`config.mk`:
```
export PLATFORM = sky130hd
export DESIGN_NAME = digit_serial_add32
export DESIGN_NICKNAME = d
export VERILOG_FILES = /design/src/rtl/digit_serial_add32.sv
export SDC_FILE = /design/constraint.sdc
export NUM_CORES = 1
export LEC_CHECK = 0
export BUFFER_PORTS_ARGS = -buffer_cell sky130_fd_sc_hd__buf_2
export CAP_MARGIN = 20
export CORE_MARGIN = 4
export CORE_UTILIZATION = 51
export CTS_BUF_LIST = sky130_fd_sc_hd__clkbuf_8
export DETAILED_ROUTE_END_ITERATION = 7
export GPL_TIMING_DRIVEN = 0
export PLACE_DENSITY = 0.76
export SYNTH_ARGS = -nofsm -noshare
export SYNTH_HDL_FRONTEND = slang
export SYNTH_SLANG_ARGS = --single-unit
```
`constraint.sdc`:
```
create_clock -name clk -period 9.3 [get_ports clk]
set_clock_uncertainty 0.15 [all_clocks]
set_input_delay 1.395 -clock clk [delete_from_list [all_inputs] [get_ports clk]]
set_output_delay 1.395 -clock clk [all_outputs]
set_load 0.005 [all_outputs]
```
`src/rtl/digit_serial_add32.sv`:
```
// Byte-serial 32-bit adder: one 8-bit prefix-adder slice is reused for each
// operand byte, LSB first, and the result is offered on a valid/ready port.
module digit_serial_add32 #(
    parameter int N_SLICES = 4
) (
    input  logic                    clk,
    input  logic                    rst,
    input  logic                    in_valid,
    output logic                    in_ready,
    input  logic [8*N_SLICES-1:0]   a,
    input  logic [8*N_SLICES-1:0]   b,
    input  logic                    cin,
    output logic                    out_valid,
    input  logic                    out_ready,
    output logic [8*N_SLICES-1:0]   sum,
    output logic                    cout,
    output logic                    busy
);
    localparam int W     = 8 * N_SLICES;
    localparam int IDX_W = (N_SLICES > 1) ? $clog2(N_SLICES) : 1;
    localparam logic [IDX_W-1:0] LAST_IDX = IDX_W'(N_SLICES - 1);

    typedef enum logic [1:0] {S_IDLE, S_RUN, S_DONE} state_t;

    state_t           r_state;
    logic [W-1:0]     r_a;
    logic [W-1:0]     r_b;
    logic [W-1:0]     r_sum;
    logic             r_carry;
    logic             r_cout;
    logic             r_out_valid;
    logic             r_busy;
    logic [IDX_W-1:0] r_idx;

    logic [7:0]       w_slice_sum;
    logic             w_slice_cout;

    ppa8 u_slice (
        .i_a    (r_a[7:0]),
        .i_b    (r_b[7:0]),
        .i_cin  (r_carry),
        .o_sum  (w_slice_sum),
        .o_cout (w_slice_cout)
    );

    always_ff @(posedge clk) begin
        if (rst) begin
            r_state     <= S_IDLE;
            r_out_valid <= 1'b0;
            r_busy      <= 1'b0;
            r_sum       <= '0;
            r_cout      <= 1'b0;
            r_carry     <= 1'b0;
            r_idx       <= '0;
        end else begin
            case (r_state)
                S_IDLE: begin
                    if (in_valid) begin
                        r_a     <= a;
                        r_b     <= b;
                        r_carry <= cin;
                        r_idx   <= '0;
                        r_busy  <= 1'b1;
                        r_state <= S_RUN;
                    end
                end
                S_RUN: begin
                    // Result bytes enter at the top; after N_SLICES shifts byte 0 sits at the bottom.
                    r_sum   <= W'({w_slice_sum, r_sum} >> 8);
                    r_carry <= w_slice_cout;
                    r_a     <= r_a >> 8;
                    r_b     <= r_b >> 8;
                    r_idx   <= r_idx + IDX_W'(1);
                    if (r_idx == LAST_IDX) begin
                        r_cout      <= w_slice_cout;
                        r_out_valid <= 1'b1;
                        r_state     <= S_DONE;
                    end
                end
                S_DONE: begin
                    if (out_ready) begin
                        r_out_valid <= 1'b0;
                        r_busy      <= 1'b0;
                        r_state     <= S_IDLE;
                    end
                end
                default: begin
                    r_out_valid <= 1'b0;
                    r_busy      <= 1'b0;
                    r_state     <= S_IDLE;
                end
            endcase
        end
    end

    assign in_ready  = (r_state == S_IDLE) & ~rst;
    assign out_valid = r_out_valid;
    assign busy      = r_busy;
    assign sum       = r_sum;
    assign cout      = r_cout;

endmodule

// 8-bit Kogge-Stone adder slice; carry-in is folded into the bit-0 generate.
module ppa8 (
    input  logic [7:0] i_a,
    input  logic [7:0] i_b,
    input  logic       i_cin,
    output logic [7:0] o_sum,
    output logic       o_cout
);
    logic [7:0] w_p;
    logic [7:0] w_gl [4];
    logic [7:0] w_pl [4];

    assign w_p     = i_a ^ i_b;
    assign w_gl[0] = (i_a & i_b) | {7'b0, w_p[0] & i_cin};
    assign w_pl[0] = w_p;

    for (genvar l = 0; l < 3; l++) begin : g_lvl
        for (genvar i = 0; i < 8; i++) begin : g_bit
            if (i >= (1 << l)) begin : g_op
                assign w_gl[l+1][i] = w_gl[l][i] | (w_pl[l][i] & w_gl[l][i-(1<<l)]);
                assign w_pl[l+1][i] = w_pl[l][i] & w_pl[l][i-(1<<l)];
            end else begin : g_pass
                assign w_gl[l+1][i] = w_gl[l][i];
                assign w_pl[l+1][i] = w_pl[l][i];
            end
        end
    end

    // w_gl[3][i] is the carry out of bit i, i.e. the carry into bit i+1.
    assign o_sum  = w_p ^ {w_gl[3][6:0], i_cin};
    assign o_cout = w_gl[3][7];

endmodule

```
==> impl_metrics.env, run 1 <==
export IMPL_powerDensity_mw_per_mm2=177.5
export IMPL_status="finished clean"
export IMPL_path_delay_family="buffers and inverters"
export IMPL_root_buffer="clkbuf_8"
export IMPL_p_seq_frac=0.555
export IMPL_worstMarginPinSlew_ns=0.4984
export IMPL_drt_first_iter_violations=144
export IMPL_multi_input_area_sq_mm=0.001615
export IMPL_dp_final_hpwl_um=7329
export IMPL_final_seq_area_sq_mm=0.002723
export IMPL_cts_tree="yes"
export IMPL_hold_viol=0
export IMPL_start_util=0.5214
export IMPL_io_pins=105
export IMPL_place_congestion=1.009
export IMPL_fp_dieH_um=102.0
export IMPL_vias=3574
export IMPL_wire_per_inst_um=14.01
export IMPL_min_period_ns=3.582
export IMPL_tns_ns=0
export IMPL_cts_buffers=9
export IMPL_drc=0
export IMPL_fillers=729
export IMPL_nets=658
export IMPL_ant_nets=0
export IMPL_synthArstFlopShare=0
export IMPL_final_common_cell="nand2_1"
export IMPL_die_w_um=102.0
export IMPL_synth_cells=460
export IMPL_fin_util=0.6284
export IMPL_clockBufferDepth=2
export IMPL_crit_fanout=10
export IMPL_synth_edf_count=64
export IMPL_h_tree_depth=3
export IMPL_grt_pass1_wl_um=15580
export IMPL_slowest_delay_ns=0.20
export IMPL_cp_required_ns=7.76
export IMPL_place_area_sq_mm=0.005215
export IMPL_crit_path_top_delay_cell="buf_2"
export IMPL_clockPowerShare=0.309
export IMPL_path_cells="buf_2 -> buf_2 -> nor3_1 -> buf_2"
export IMPL_p_comb_frac=0.137
export IMPL_cp_start_kind="input pin"
export IMPL_die_area_sq_mm=0.01040
export IMPL_cp_common_cell="buf_2"
export IMPL_wl_um=9696
export IMPL_grt_pass1_vias=3428
export IMPL_cts_clk_slew_worst_paths_ns=0.11
export IMPL_post_cts_buffers=0
export IMPL_cts_resized=0
export IMPL_synth_fp_nets=539
export IMPL_antenna_found_initial=0
export IMPL_crit_buf_inv=3
export IMPL_drive_above_1_share=0.2654
export IMPL_criticalPathCategory="in2out"
export IMPL_portBuffers=103
export IMPL_synth_area_sq_mm=0.004503
export IMPL_dr_pass1_iters=5
export IMPL_rsz0062_at_grt="no"
export IMPL_hp_class="reg2reg"
export IMPL_avgSynthCellArea_sq_um=9.789
export IMPL_yosysUniqueCellTypes=41
export IMPL_peakVddDrop_mv=0.08355
export IMPL_post_route_period_util=0.3852
export IMPL_grt_max_degree=20
export IMPL_stdcell_area_sq_mm=0.005426
export IMPL_grt_overflow_total=0
export IMPL_setup_violations_final=0
export IMPL_netSwitchingFraction=0.2646
export IMPL_syn_to_final_growth_pct=20.51
export IMPL_p_sw_w=0.0002549
export IMPL_p_int_w=0.0007084
export IMPL_ys_seq_area_frac=0.6046
export IMPL_fmax_mhz=279.2
export IMPL_final_cell_mix="199 x nand2_1, 119 x buf_2, 64 x edfxtp_1, 40 x dfxtp_1, 32 x a21oi_1"
export IMPL_max_cap_violations=0
export IMPL_core_area_sq_mm=0.008636
export IMPL_cts_hold_buf=0
export IMPL_drv_slew=0
export IMPL_ys_warnings_count=0
export IMPL_ys_seq_elements=104
export IMPL_slew_headroom=0.6659
export IMPL_diodes=0
export IMPL_p_leak_nw=2.419
export IMPL_synthFlopType="edfxtp_1"
export IMPL_arrival_ns=2.04
export IMPL_clock_latency_ns=0.37
export IMPL_via_per_inst=5.165
export IMPL_critPathCaptureType="output pin"
export IMPL_placementRows=34
export IMPL_cts_sinks=104
export IMPL_grtUsageTotal=0.1939
cell families (layout without fill, tap and decap cells):
family,after synthesis,in the layout,synth area share
simple gates,248,248,0.2315
flops,104,104,0.6046
compound gates,63,63,0.09113
buf+inv,33,157,0.03779
fa+ha+maj,10,10,0.03112
xor+xnor,2,2,0.003891
layout make-up:
type,instances,area share
Sequential cell,104,0.5017
Multi-Input combinational cell,323,0.2977
Timing Repair Buffer,108,0.1054
Buffer,27,0.02721
Tap cell,108,0.02490
Clock buffer,9,0.02283
Clock inverter,7,0.01614
Inverter,6,0.004150
tightest hold or removal path: cells and delay by family, from the launching register on:
family	cells	cell delay [ns]
AO/OA/AOI/OAI	1	0.05
AND/OR/NAND/NOR	1	0.05
flip-flops	1	0.32
sequential cells by signal, summed over array words and instances, names as in the netlist:
| register | cells |
|---|---|
| sum | 32 |
| r_a | 32 |
| r_carry | 1 |
| busy | 1 |
| out_valid | 1 |
| r_b | 32 |
| r_state | 2 |
| cout | 1 |
| r_idx | 2 |
layer usage:
metal | wire length (um) | part of all wire | vias up | track usage
met1 | 3941 | 0.41 | 1620 | 0.2413
met2 | 4747 | 0.49 | 150 | 0.3248
met5 | 0 | 0 | - | 0
met4 | 299 | 0.031 | 0 | 0.1029
met3 | 708 | 0.073 | 30 | 0.03140
li1 | - | - | 1774 | -
cell usage after synthesis (3+ instances only):
| cell | n | area share |
|---|---|---|
| nand2_1 | 199 | 0.17 |
| edfxtp_1 | 64 | 0.43 |
| dfxtp_1 | 40 | 0.18 |
| a21oi_1 | 32 | 0.036 |
| and2_1 | 17 | 0.024 |
| buf_2 | 16 | 0.018 |
| nor2_1 | 11 | 0.0092 |
| ha_1 | 8 | 0.022 |
| inv_1 | 6 | 0.0050 |
| nor3_1 | 6 | 0.0067 |
| buf_4 | 5 | 0.0083 |
| a211o_1 | 4 | 0.0078 |
| a211oi_1 | 4 | 0.0067 |
| o21a_1 | 4 | 0.0067 |
| a21o_1 | 3 | 0.0050 |
| clkbuf_1 | 3 | 0.0025 |
| nand3_1 | 3 | 0.0033 |
| nor4b_1 | 3 | 0.0058 |
| o21ai_0 | 3 | 0.0033 |
power groups by stage:
stage | registers, W | clock network, W | logic [W]
4_1_cts | 0.000535 | 0.000302 | 0.000132
5_1_grt | 0.000537 | 0.000323 | 0.000148
3_3_place_gp | 0.000548 | 0 | 0.000123
3_5_place_dp | 0.000545 | 0 | 0.000131
2_1_floorplan | 0.000544 | 0 | 0.0000824
6_report | 0.000535 | 0.000297 | 0.000132
through the flow:
stage                      power, W  cells  hold WS (ns)  setup slack (ns)
after detailed placement  0.0006767    676        0.2963             5.729
after floorplan           0.0006269    460        0.3027             2.616
after global routing       0.001008    692        0.3345             5.661
final                     0.0009633    692        0.3120             5.718
after global placement    0.0006703    671        0.2893            0.9978
after CTS                 0.0009685    692        0.3122             5.727
final timing paths:
path | start | end | slack (ns) | depth (start not counted)
max | rst | in_ready | 5.72 | 4
min | sum[6] | sum[6] | 0.31 | 2
max reg2reg | r_b[0] | r_carry | 7.04 | 8
min reg2reg | sum[6] | sum[6] | 0.31 | 2
No activity file was read; power rests on OpenSTA's default activity.
==> inputs of run 2 (changes only) <==
--- a/config.mk
+++ b/config.mk
@@ -5,6 +5,7 @@
 export SDC_FILE = /design/constraint.sdc
 export NUM_CORES = 1
 export LEC_CHECK = 0
+export ABC_AREA = 1
 export BUFFER_PORTS_ARGS = -buffer_cell sky130_fd_sc_hd__buf_2
 export CAP_MARGIN = 20
 export CORE_MARGIN = 4
==> constraint.sdc (replaced) <==
create_clock -name clk -period 3.4 [get_ports clk]
set_clock_uncertainty 0.15 [all_clocks]
set_input_delay 0.51 -clock clk [delete_from_list [all_inputs] [get_ports clk]]
set_output_delay 0.51 -clock clk [all_outputs]
set_load 0.005 [all_outputs]
==> run 2 against run 1 <==
Sequential share of layout area is 0.97 points higher. Global-route usage is 0.52 points lower. Critical path depth up 3. Sequential power grew to 2.8 times the previous value. Die area down 0.74%. Count of clock-buffer cells in the layout is 1 higher. Register-to-register slack worse by 5.9 ns. Routed wire length is 2.8% lower. Critical endpoint is now r_b[21]. Combinational power grew to 3.1 times the previous value. Cell count up 4.6%.
==> impl_metrics.env, run 2 <==
export IMPL_peakVddDrop_mv=0.2758
export IMPL_cp_required_ns=3.30
export IMPL_syn_to_final_growth_pct=19.19
export IMPL_place_area_sq_mm=0.005139
export IMPL_synth_commonest_cells="175 x nand2_1, 65 x nor2_1, 64 x edfxtp_1, 44 x inv_1, 40 x dfxtp_1"
export IMPL_r2r_start="r_state[0]"
export IMPL_yosys_cell_count_top_type="nand2_1"
export IMPL_via_per_inst=4.887
export IMPL_antenna_found_initial=0
export IMPL_die_w_um=101.6
export IMPL_dp_final_hpwl_um=6968
export IMPL_path_delay_family="simple AND/OR/NAND/NOR gates"
export IMPL_grt_use_met3=0.05165
export IMPL_crit_buf_inv=4
export IMPL_h_tree_depth=3
export IMPL_synth_top_cell_area_share=0.4303
export IMPL_place_congestion=0.8572
export IMPL_worstMarginPinSlew_ns=0.8179
export IMPL_hold_start="a[8]"
export IMPL_cts_hold_buf=0
export IMPL_wire_per_inst_um=13.02
export IMPL_cts_sinks=104
export IMPL_cts_clk_slew_worst_paths_ns=0.10
export IMPL_cts_buffers=9
export IMPL_synth_largest_area_cell="edfxtp_1"
export IMPL_synthFlopType="edfxtp_1"
export IMPL_die_area_sq_mm=0.01032
export IMPL_grt_met1_usage=0.2368
export IMPL_hold_viol=0
export IMPL_final_cell_mix="175 x nand2_1, 121 x buf_2, 65 x nor2_1, 64 x edfxtp_1, 44 x inv_1"
export IMPL_post_route_period_util=0.6700
export IMPL_status="finished clean"
export IMPL_synth_edf_count=64
export IMPL_max_cap_violations=0
export IMPL_start_util=0.5329
export IMPL_critPathCaptureType="flop"
export IMPL_cp_common_cell="inv_2"
export IMPL_rsz0062_at_grt="no"
export IMPL_grt_pass1_vias=3397
export IMPL_powerDensity_mw_per_mm2=494.3
export IMPL_multi_input_area_sq_mm=0.001456
export IMPL_post_cts_buffers=0
export IMPL_fmax_mhz=439.0
export IMPL_vias=3538
export IMPL_portBuffers=103
export IMPL_synthArstFlopShare=0
export IMPL_finalPower_w=0.002631
export IMPL_fin_util=0.6352
export IMPL_drt_first_iter_violations=130
export IMPL_arrival_ns=2.18
export IMPL_wl_um=9428
export IMPL_grtUsageTotal=0.1887
export IMPL_final_seq_area_sq_mm=0.002723
export IMPL_grt_max_degree=38
export IMPL_placementRows=33
export IMPL_cts_resized=0
export IMPL_dp_cells=708
export IMPL_ys_seq_elements=104
export IMPL_criticalPathCategory="reg2reg"
export IMPL_synth_area_leaders="edfxtp_1 43%, dfxtp_1 18%, nand2_1 15%"
export IMPL_startpoint="r_state[0]"
export IMPL_synth_cells=499
export IMPL_p_leak_nw=2.650
export IMPL_drc=0
export IMPL_stdcell_area_sq_mm=0.005324
export IMPL_slowest_delay_ns=0.62
export IMPL_synth_area_sq_mm=0.004467
export IMPL_yosysUniqueCellTypes=25
export IMPL_nets=693
export IMPL_grtUsageMet2=0.3149
export IMPL_busiest_layer="met2"
export IMPL_final_common_cell="nand2_1"
export IMPL_grt_pass1_wl_um=15230
export IMPL_crit_path_top_delay_cell="nor2_4"
export IMPL_cts_tree="yes"
export IMPL_clockBufferDepth=2
export IMPL_ant_nets=0
export IMPL_ys_seq_area_frac=0.6095
export IMPL_slew_headroom=0.4535
export IMPL_core_area_sq_mm=0.008382
export IMPL_fin_cells=724
export IMPL_drive_above_1_share=0.2359
export IMPL_setup_violations_final=0
export IMPL_cp_start_kind="flop"
export IMPL_root_buffer="clkbuf_8"
export IMPL_fillers=718
export IMPL_ys_warnings_count=0
export IMPL_dr_pass1_iters=4
export IMPL_crit_fanout=37
export IMPL_avgSynthCellArea_sq_um=8.951
export IMPL_path_cells="inv_2 -> nor2_4 -> inv_2 -> nand2_1 -> inv_2 -> nor2_4 -> buf_12"
export IMPL_hp_class="in2reg"
export IMPL_diodes=0
export IMPL_synth_fp_nets=578
export IMPL_min_period_ns=2.278
export IMPL_io_pins=105
export IMPL_grt_overflow_total=0
export IMPL_drv_slew=0
export IMPL_fp_dieH_um=101.6
export IMPL_clock_latency_ns=0.36
[run 2: changes by cell type in the layout (fill, tap and decap cells not counted), moves of 4 or more]
| cell | delta |
|---|---|
| nand3_1 | +6 |
| buf_6 | -5 |
| a211oi_1 | -4 |
| nor3_1 | -5 |
| buf_4 | -5 |
| and2_1 | -17 |
| inv_1 | +38 |
| a211o_1 | -4 |
| nand2_1 | -24 |
| o21ai_0 | +27 |
| nor2_1 | +54 |
| a21oi_1 | -12 |
[run 2: final cells by class]
class,count,area share
multi-input combinational,325,0.2736
buffer,23,0.02186
inverter,47,0.03314
tap,105,0.02468
sequential,104,0.5114
clock buffer,10,0.02585
timing repair buffer,104,0.1006
clock inverter,6,0.008931
[run 2: cell families after synthesis]
| logic type | synth area share |
|---|---|
| and+or+nand+nor | 0.2232 |
| buffers and inverters | 0.06555 |
| xor gates and xnor gates | 0.005883 |
| AOI/OAI and AO/OA | 0.06442 |
| DFF | 0.6095 |
| adders and majority gates | 0.03137 |
[run 2: worst reg2reg max path, cell delays in order, from the launching register on]
cell and delay (ns):
dfxtp_1 0.37, inv_2 0.07, nor2_4 0.15, inv_2 0.09, nand2_1 0.14, inv_2 0.07
nor2_4 0.62, buf_12 0.31
[run 2: final timing paths]
path | slack (ns) | to | cells after the start
setup / recovery | 1.12 | r_b[21] | 7
hold / removal | 0.26 | r_a[8] | 3
setup reg to reg | 1.12 | r_b[21] | 7
hold reg to reg | 0.32 | busy | 2
[run 2: power breakdown]
group | switching (W) | total (W) | internal, W
registers | 0.0000409 | 0.00150 | 0.00146
clock network | 0.000428 | 0.000725 | 0.000297
logic | 0.000249 | 0.000409 | 0.000160
[run 2: routing by layer]
| metal | vias to the layer above | routed length, um |
|---|---|---|
| li1 | 1817 | - |
| met1 | 1601 | 4042 |
| met5 | - | 0 |
| met3 | 16 | 538 |
| met4 | 0 | 167 |
| met2 | 104 | 4680 |
[run 2: stage by stage]
step / hold WS (ns) / TNS, ns / worst slack, ns
final: 0.2605 / 0 / 1.122
after global placement: 0.2936 / -21.30 / -0.3321
after floorplan: 0.2783 / 0 / 0.4146
after detailed placement: 0.3131 / 0 / 1.060
after CTS: 0.2447 / 0 / 1.094
after global routing: 0.2410 / 0 / 0.9214
==> inputs of run 3 (changes only) <==
--- a/config.mk
+++ b/config.mk
@@ -9,11 +9,11 @@
 export BUFFER_PORTS_ARGS = -buffer_cell sky130_fd_sc_hd__buf_2
 export CAP_MARGIN = 20
 export CORE_MARGIN = 4
-export CORE_UTILIZATION = 51
+export CORE_UTILIZATION = 50
 export CTS_BUF_LIST = sky130_fd_sc_hd__clkbuf_8
 export DETAILED_ROUTE_END_ITERATION = 7
 export GPL_TIMING_DRIVEN = 0
-export PLACE_DENSITY = 0.76
+export PLACE_DENSITY = 0.78
 export SYNTH_ARGS = -nofsm -noshare
 export SYNTH_HDL_FRONTEND = slang
 export SYNTH_SLANG_ARGS = --single-unit
==> constraint.sdc (replaced) <==
create_clock -name clk -period 1.9 [get_ports clk]
set_clock_uncertainty 0.15 [all_clocks]
set_input_delay 0.285 -clock clk [delete_from_list [all_inputs] [get_ports clk]]
set_output_delay 0.285 -clock clk [all_outputs]
set_load 0.005 [all_outputs]
==> run 3 against run 2 <==
Combinational power rose by 83%. Power is 80% higher. Largest power group unchanged. First-iteration DRC count is 30% higher. Cell count increased by 0.97%. Count of clock-buffer cells in the layout shrank 1. Clock power increased by 81%. Critical path depth rose by 4. Non-clock buffer count is 3 higher. Critical path type unchanged. Routed wire length up 2.4%. Core utilization shrank 1.8 points. Register-to-register slack worse by 1.1 ns. Global-route usage up 0.23 points.
==> impl_metrics.env, run 3 (same netlist as run 2, synthesis figures left out) <==
export IMPL_grt_pass1_wl_um=15460
export IMPL_path_cells="inv_1 -> fa_2 -> inv_2 -> fa_2 -> nand2_1 -> nand2_2 -> nand3b_1 -> nand3_1 -> nand2_1 -> nor2_1 -> nor2_1"
export IMPL_drt_met1_wl_um=3923
export IMPL_drt_first_iter_violations=169
export IMPL_drv_slew=0
export IMPL_worstMarginPinSlew_ns=0.5359
export IMPL_p_sw_w=0.001335
export IMPL_grt_max_degree=38
export IMPL_die_w_um=102.5
export IMPL_p_seq_frac=0.565
export IMPL_final_common_cell="nand2_1"
export IMPL_nets=697
export IMPL_dr_wl_met3_um=678
export IMPL_arrival_ns=1.95
export IMPL_cts_buffers=9
export IMPL_r2r_start="r_a[0]"
export IMPL_cts_sinks=104
export IMPL_fin_hold_ws_ns=0.02310
export IMPL_fmax_mhz=542.9
export IMPL_drive_above_1_share=0.2504
export IMPL_start_util=0.5122
export IMPL_grt_overflow_total=0
export IMPL_criticalPathCategory="reg2reg"
export IMPL_highest_layer="met4"
export IMPL_syn_to_final_growth_pct=20.42
export IMPL_cp_required_ns=2.01
export IMPL_place_congestion=0.8513
export IMPL_die_area_sq_mm=0.01051
export IMPL_slew_headroom=0.6427
export IMPL_fp_dieH_um=102.5
export IMPL_wl_um=9653
export IMPL_dp_slack_ns=-0.3889
export IMPL_powerDensity_mw_per_mm2=882.6
export IMPL_clockBufferDepth=2
export IMPL_hp_class="in2reg"
export IMPL_rsz0062_at_grt="no"
export IMPL_setup_violations_final=0
export IMPL_peakVddDrop_mv=0.5749
export IMPL_cp_start_kind="flop"
export IMPL_drc=0
export IMPL_hold_viol=0
export IMPL_core_area_sq_mm=0.008721
export IMPL_h_tree_depth=3
export IMPL_grt_pass1_vias=3489
export IMPL_grtUsageTotal=0.1911
export IMPL_clockPowerShare=0.277
export IMPL_p_leak_nw=2.665
export IMPL_ant_nets=0
export IMPL_p_comb_frac=0.158
export IMPL_root_buffer="clkbuf_8"
export IMPL_io_pins=105
export IMPL_cts_clk_slew_worst_paths_ns=0.11
export IMPL_met2_length_um=4948
export IMPL_timing_final_ws_setup_ns=0.05805
export IMPL_placementRows=34
export IMPL_dr_pass1_iters=4
export IMPL_max_cap_violations=0
export IMPL_clock_latency_ns=0.37
export IMPL_hold_start="a[19]"
export IMPL_portBuffers=103
export IMPL_min_period_ns=1.842
export IMPL_cts_tree="yes"
export IMPL_diodes=0
export IMPL_crit_fanout=3
export IMPL_antenna_found_initial=0
export IMPL_via_per_inst=4.882
export IMPL_post_route_period_util=0.9694
export IMPL_final_cell_mix="173 x nand2_1, 121 x buf_2, 65 x nor2_1, 64 x edfxtp_1, 44 x inv_1"
export IMPL_status="finished clean"
export IMPL_vias=3569
export IMPL_critPathCaptureType="flop"
export IMPL_dp_final_hpwl_um=7005
export IMPL_p_int_w=0.003412
export IMPL_slowest_delay_ns=0.38
export IMPL_startpoint="r_a[0]"
export IMPL_crit_path_top_delay_cell="fa_2"
export IMPL_wire_per_inst_um=13.21
export IMPL_netSwitchingFraction=0.2813
export IMPL_fin_util=0.6168
==> run 3: cell count changes in the layout (fill, tap and decap cells not counted), moves of 2 or more <==
cell | previous run | this run
buf_4 | 0 | 3
dfxtp_1 | 40 | 38
dfxtp_2 | 0 | 2
fa_1 | 2 | 0
fa_2 | 0 | 2
inv_4 | 3 | 0
nand2_1 | 175 | 173
nand2_2 | 0 | 2
==> run 3: area by class of cell <==
cell class	count	area (sq um)
buffer	23	116.4
clock buffer	9	123.9
clock inverter	7	66.31
fill	727	3342
inverter	47	176.4
multi-input combinational	326	1478
sequential	104	2725
tap	108	135.1
timing repair buffer	107	558.0
==> run 3: per-layer routing <==
layer | up-vias | track usage
li1 | 1829 | -
met1 | 1618 | 0.2241
met2 | 116 | 0.3302
met3 | 6 | 0.05683
met4 | 0 | 0.07366
met5 | - | 0
==> run 3: worst paths after layout <==
kind	endpoint	slack (ns)	cells past startpoint
max	sum[30]	0.06	11
min	r_a[19]	0.02	3
max reg2reg	sum[30]	0.06	11
min reg2reg	busy	0.31	2
==> run 3: what timing repair did <==
| item | in CTS | in global routing |
|---|---|---|
| hold buffers | 0 | 0 |
| endpoints found under the hold margin | 0 | 0 |
| gates cloned | 1 | 0 |
| setup buffers | 3 | 0 |
| gates resized for setup | 5 | 0 |
| pin swaps | 3 | 3 |
| endpoints found under the setup margin | 66 | 3 |
==> run 3: worst max-delay path: cells and delay by family (launching register included) <==
| family | cells | cell delay [ns] |
|---|---|---|
| fa+ha+maj | 2 | 0.58 |
| simple gates | 7 | 0.54 |
| flops | 1 | 0.34 |
| buf+inv | 2 | 0.13 |
==> run 3: metrics by stage <==
stage               setup TNS [ns]  power [W]  std cells  cell area, sq um
floorplan                   -20.68   0.003180        499              4477
global placement            -45.93   0.003425        710              5127
detailed placement          -18.10   0.003465        711              5147
CTS                              0   0.004771        731              5379
global route                     0   0.005008        731              5379
finish                           0   0.004747        731              5379
==> run 3: power by group through the flow <==
stage | Clock [W] | Sequential (W) | Combinational (W)
floorplan | 0 | 0.00273 | 0.000455
global placement | 0 | 0.00273 | 0.000694
detailed placement | 0 | 0.00273 | 0.000732
CTS | 0.00134 | 0.00268 | 0.000754
global route | 0.00145 | 0.00270 | 0.000862
finish | 0.00131 | 0.00268 | 0.000750
